--- config.mk ---
export PLATFORM = sky130hd
export DESIGN_NAME = gf128_mult
export DESIGN_NICKNAME = d
export VERILOG_FILES = /design/src/rtl/gcm_pkg.sv /design/src/rtl/gf128_step.sv /design/src/rtl/gf128_mult.sv
export SDC_FILE = /design/constraint.sdc
export NUM_CORES = 2
export LEC_CHECK = 0
export CORE_MARGIN = 5
export CORE_UTILIZATION = 58
export CTS_CLUSTER_DIAMETER = 150
export DETAILED_ROUTE_END_ITERATION = 16
export PLACE_DENSITY = 0.82
export SYNTH_ARGS = -nofsm -noshare
export SYNTH_HDL_FRONTEND = slang
export SYNTH_SLANG_ARGS = --single-unit
--- constraint.sdc ---
create_clock -name clk -period 2.9 [get_ports clk]
set_clock_uncertainty 0.05 [all_clocks]
set_input_delay 0.58 -clock clk [delete_from_list [all_inputs] [get_ports clk]]
set_output_delay 0.58 -clock clk [all_outputs]
set_load 0.005 [all_outputs]
--- src/rtl/gcm_pkg.sv ---
// gcm_pkg: shared GF(2^128) constants and multiplier FSM encoding
package gcm_pkg;
    localparam int GF_W = 128;
    localparam logic [GF_W-1:0] GF_R = 128'hE1000000_00000000_00000000_00000000;
    typedef enum logic [1:0] {
        GF_IDLE = 2'd0,
        GF_BUSY = 2'd1,
        GF_DONE = 2'd2
    } gf_state_t;
endpackage

--- src/rtl/gf128_step.sv ---
// gf128_step: one MSB-first bit step of the GCM right-shift multiplier
module gf128_step
    import gcm_pkg::*;
(
    input  logic [GF_W-1:0] z,
    input  logic [GF_W-1:0] v,
    input  logic            xbit,
    output logic [GF_W-1:0] z_nxt,
    output logic [GF_W-1:0] v_nxt
);
    assign z_nxt = xbit ? z ^ v : z;
    assign v_nxt = v[0] ? (v >> 1) ^ GF_R : v >> 1;
endmodule

--- src/rtl/gf128_mult.sv ---
// gf128_mult: digit-serial GF(2^128) multiplier for the GHASH path
module gf128_mult
    import gcm_pkg::*;
#(
    parameter int DIGIT = 8
) (
    input  logic            clk,
    input  logic            rst,
    input  logic            en_GF,
    input  logic [GF_W-1:0] x_in,
    input  logic [GF_W-1:0] h_in,
    output logic [GF_W-1:0] z_out,
    output logic            done_GF,
    output logic            busy
);
    localparam int NSTEP = GF_W / DIGIT;
    localparam int CW = (NSTEP > 1) ? $clog2(NSTEP) : 1;

    if (DIGIT != 1 && DIGIT != 2 && DIGIT != 4 && DIGIT != 8 && DIGIT != 16) begin : g_bad_digit
        $error("gf128_mult: DIGIT must be 1, 2, 4, 8 or 16");
    end

    gf_state_t       state;
    gf_state_t       state_nxt;
    logic [CW-1:0]   cnt;
    logic [GF_W-1:0] xs;
    logic [GF_W-1:0] v;
    logic [GF_W-1:0] z;
    logic [GF_W-1:0] zc [DIGIT+1];
    logic [GF_W-1:0] vc [DIGIT+1];
    logic            last;

    assign last    = cnt == CW'(NSTEP - 1);
    assign busy    = state == GF_BUSY;
    assign done_GF = state == GF_DONE;
    assign zc[0]   = z;
    assign vc[0]   = v;

    for (genvar i = 0; i < DIGIT; i++) begin : g_step
        gf128_step u_step (
            .z     (zc[i]),
            .v     (vc[i]),
            .xbit  (xs[GF_W-1-i]),
            .z_nxt (zc[i+1]),
            .v_nxt (vc[i+1])
        );
    end

    // next state: start on request, finish after NSTEP digits, hold result while requested
    always_comb begin
        state_nxt = (state == GF_IDLE) ? (en_GF ? GF_BUSY : GF_IDLE) :
                    (state == GF_BUSY) ? (last ? GF_DONE : GF_BUSY) :
                    (en_GF ? GF_DONE : GF_IDLE);
    end

    // state register
    always_ff @(posedge clk) begin
        if (rst) state <= GF_IDLE;
        else     state <= state_nxt;
    end

    // operand capture, digit-serial accumulation and result publish
    always_ff @(posedge clk) begin
        if (rst) begin
            cnt   <= '0;
            xs    <= '0;
            v     <= '0;
            z     <= '0;
            z_out <= '0;
        end else if (state == GF_IDLE && en_GF) begin
            cnt <= '0;
            xs  <= x_in;
            v   <= h_in;
            z   <= '0;
        end else if (state == GF_BUSY) begin
            cnt <= cnt + CW'(1);
            xs  <= xs << DIGIT;
            v   <= vc[DIGIT];
            z   <= zc[DIGIT];
            if (last) z_out <= zc[DIGIT];
        end
    end
endmodule
==> flow_summary.toml <==
[placed_design]
portBuffers = 388
dpl.cell_count = 5479
pre_cts_ws_ns = 0.471
gp_congestion = 0.900
postPlaceCellArea_mm2 = 0.0388
dp_hpwl_um = 68800

[setup_path]
crit_chain = "inv_4 > nand2_4 > inv_4 > clkdlybuf4s50_1"
critical_path_class = "reg2out"
crit_required_ns = 2.27
crit_path_end_kind = "output pin"
cpMostUsedCell = "inv_4"
worstPathArrival_ns = 2.04
start_kind = "register"
critPathMaxFanout = 19
max_stage_delay_ns = 0.50
slowest_stage = "clkdlybuf4s50_1"

[power_and_ir_drop]
pwr_density_cell_mw_per_mm2 = 549
power_mw = 22.3
p_leak_nw = 15.1
vdd_drop_max_uv = 504

[cts]
cts_root_buffer = "clkbuf_16"
cts_made_buffers = 56
insertion_delay_ns = 0.63
cts_tree = "yes"
htree_levels = 2
clock_path_buffers = 3
clkSinkCount = 518
cts_resized = 0
post-cts-setup-buffers = 0
clk_pin_slew_ns = 0.06
postCtsHoldBufs = 0

[logic_synthesis]
synth_cell_types = 37
synth-seq-cells = 518
avgSynthCellArea_um2 = 7.36
ys.flop_type = "dfxtp_1"
synth_edf_count = 0
syn-num-nets = 4973
yosysSeqAreaShare_pct = 29.9
synthArstFlopShare_pct = 0
yosys_warnings = 0
syn-cell-area_mm2 = 0.0347
syn_inst = 4713

[floorplanning]
num_io_pins = 389
die_h_um = 255
die_x_um = 255
initial_utilization_pct = 58.7
placeableCoreArea_mm2 = 0.0591
num_rows = 89
dieArea_mm2 = 0.0648

[routing]
vias = 32441
wirelength_um = 104000
drcViolationCount = 0
postRouteAntennaNets = 0
drt-vias-per-instance = 5.81
routedWlPerCell_um = 18.7
drt_iter0_drc = 3810
dr.pass1.iters = 9

[timing]
relSlewSlack_pct = 34.6
max_freq_mhz = 375
tightestPinTransition_ns = 0.981
setup_viol = 0
period_needed_ns = 2.67
finalMaxSlewViolations = 0
setup_slack_ns = 0.231
hold_slack_ns = 0.250
rsz0062_at_grt = "false"
setup-tns-final_ns = 0
finalHoldViolCount = 0
finalCritPeriodShare_pct = 92.0

[layout]
area_growth_pct = 17.3
final_common_cell = "nand2_1"
design_area_mm2 = 0.0407
drive_above_1_share_pct = 3.85
nFillCells = 4780
multi_input_area_mm2 = 0.0217
final_util_pct = 68.9
final-seq-area_mm2 = 0.0104
final_cell_mix = "nand2_1 (1509), xnor2_1 (625), dfxtp_1 (508)"
final_cells = 5582
nets = 5024

[global_route]
grt_max_degree = 122
antenna_found_initial = 3
grtUsageTotal_pct = 30.8
grt_pass1_vias = 30845
grt_pass1_wl_um = 165000
grt_overflow_total = 0

[run]
maxCapViolCount = 0

[outcome]
status = "finished clean"

[worst_hold_path]
hold_path_class = "in2reg"
==> cells in the mapped netlist (all sizes together) (7+ instances only) <==
cell type     n  area share (%)
xor2        146             3.7
xnor3       130             8.4
buf          56            0.69
clkbuf      412             4.5
a211oi      115             2.5
inv         225             2.4
o21ai         8            0.12
a21oi       382             5.5
nor2        255             2.8
nor3          7            0.10
dfxtp       518              30
o221ai       11            0.28
nand3         8            0.12
xnor2       625              16
o22ai       129             2.3
a22oi        13            0.28
xor3          8            0.55
a221oi      121             3.1
nand2      1511              16
==> state kept, by name, summed over array words and instances, names as in the netlist <==
name / count
cnt: 4
state: 2
v: 128
xs: 128
z: 128
z_out: 128
==> report_power, final <==
group	internal (mW)	leakage, nW	switching, mW
Combinational	3.14	9.89	3.27
Clock	4.38	0.931	3.12
Sequential	7.61	4.25	0.832
Total	15.1	15.1	7.22
==> layer usage <==
| layer | track usage, % | wire [um] | vias to the layer above |
|---|---|---|---|
| met3 | 6.12 | 10200 | 252 |
| met2 | 50.4 | 49100 | 1624 |
| met5 | 0 | 33 | - |
| li1 | - | - | 15189 |
| met4 | 12.0 | 4290 | 4 |
| met1 | 40.5 | 40800 | 15372 |
==> worst max-delay path: cells and delay by family (launching register included) <==
kind | cells | cell delay [ns]
flip-flops | 1 | 0.35
buffers and inverters | 3 | 0.82
AND/OR/NAND/NOR | 1 | 0.23
==> layout make-up <==
cell class / instances / share of cell area (%)
multi-input combinational: 3501 / 53.4
sequential: 518 / 25.6
timing repair buffer: 461 / 11.9
clock buffer: 82 / 4.03
tap: 773 / 2.38
inverter: 226 / 2.10
clock inverter: 20 / 0.679
antenna: 1 / 0.00615
==> final timing paths <==
check,from,to,slack [ns],cells past startpoint
worst min-delay path,rst,v[119]$_SDFFE_PP0P_,0.25,2
worst max register to register,v[1]$_SDFFE_PP0P_,z_out[117]$_SDFFE_PP0P_,0.45,7
worst max-delay path,state[1]$_SDFF_PP0_,busy,0.23,4
worst min register to register,z_out[69]$_SDFFE_PP0P_,z_out[69]$_SDFFE_PP0P_,0.40,2
==> kinds of logic (layout without fill, tap and decap cells) <==
group	count (synthesis)	after routing	share of synthesized area, %
AO/OA/AOI/OAI	793	793	14.4
XOR/XNOR	909	909	28.4
adder cells (fa/ha/maj)	1	1	0.0361
buffers and inverters	694	789	7.59
flip-flops	518	518	29.9
other	0	1	0
AND/OR/NAND/NOR	1798	1798	19.6
Power figures use the tool's default switching activity.
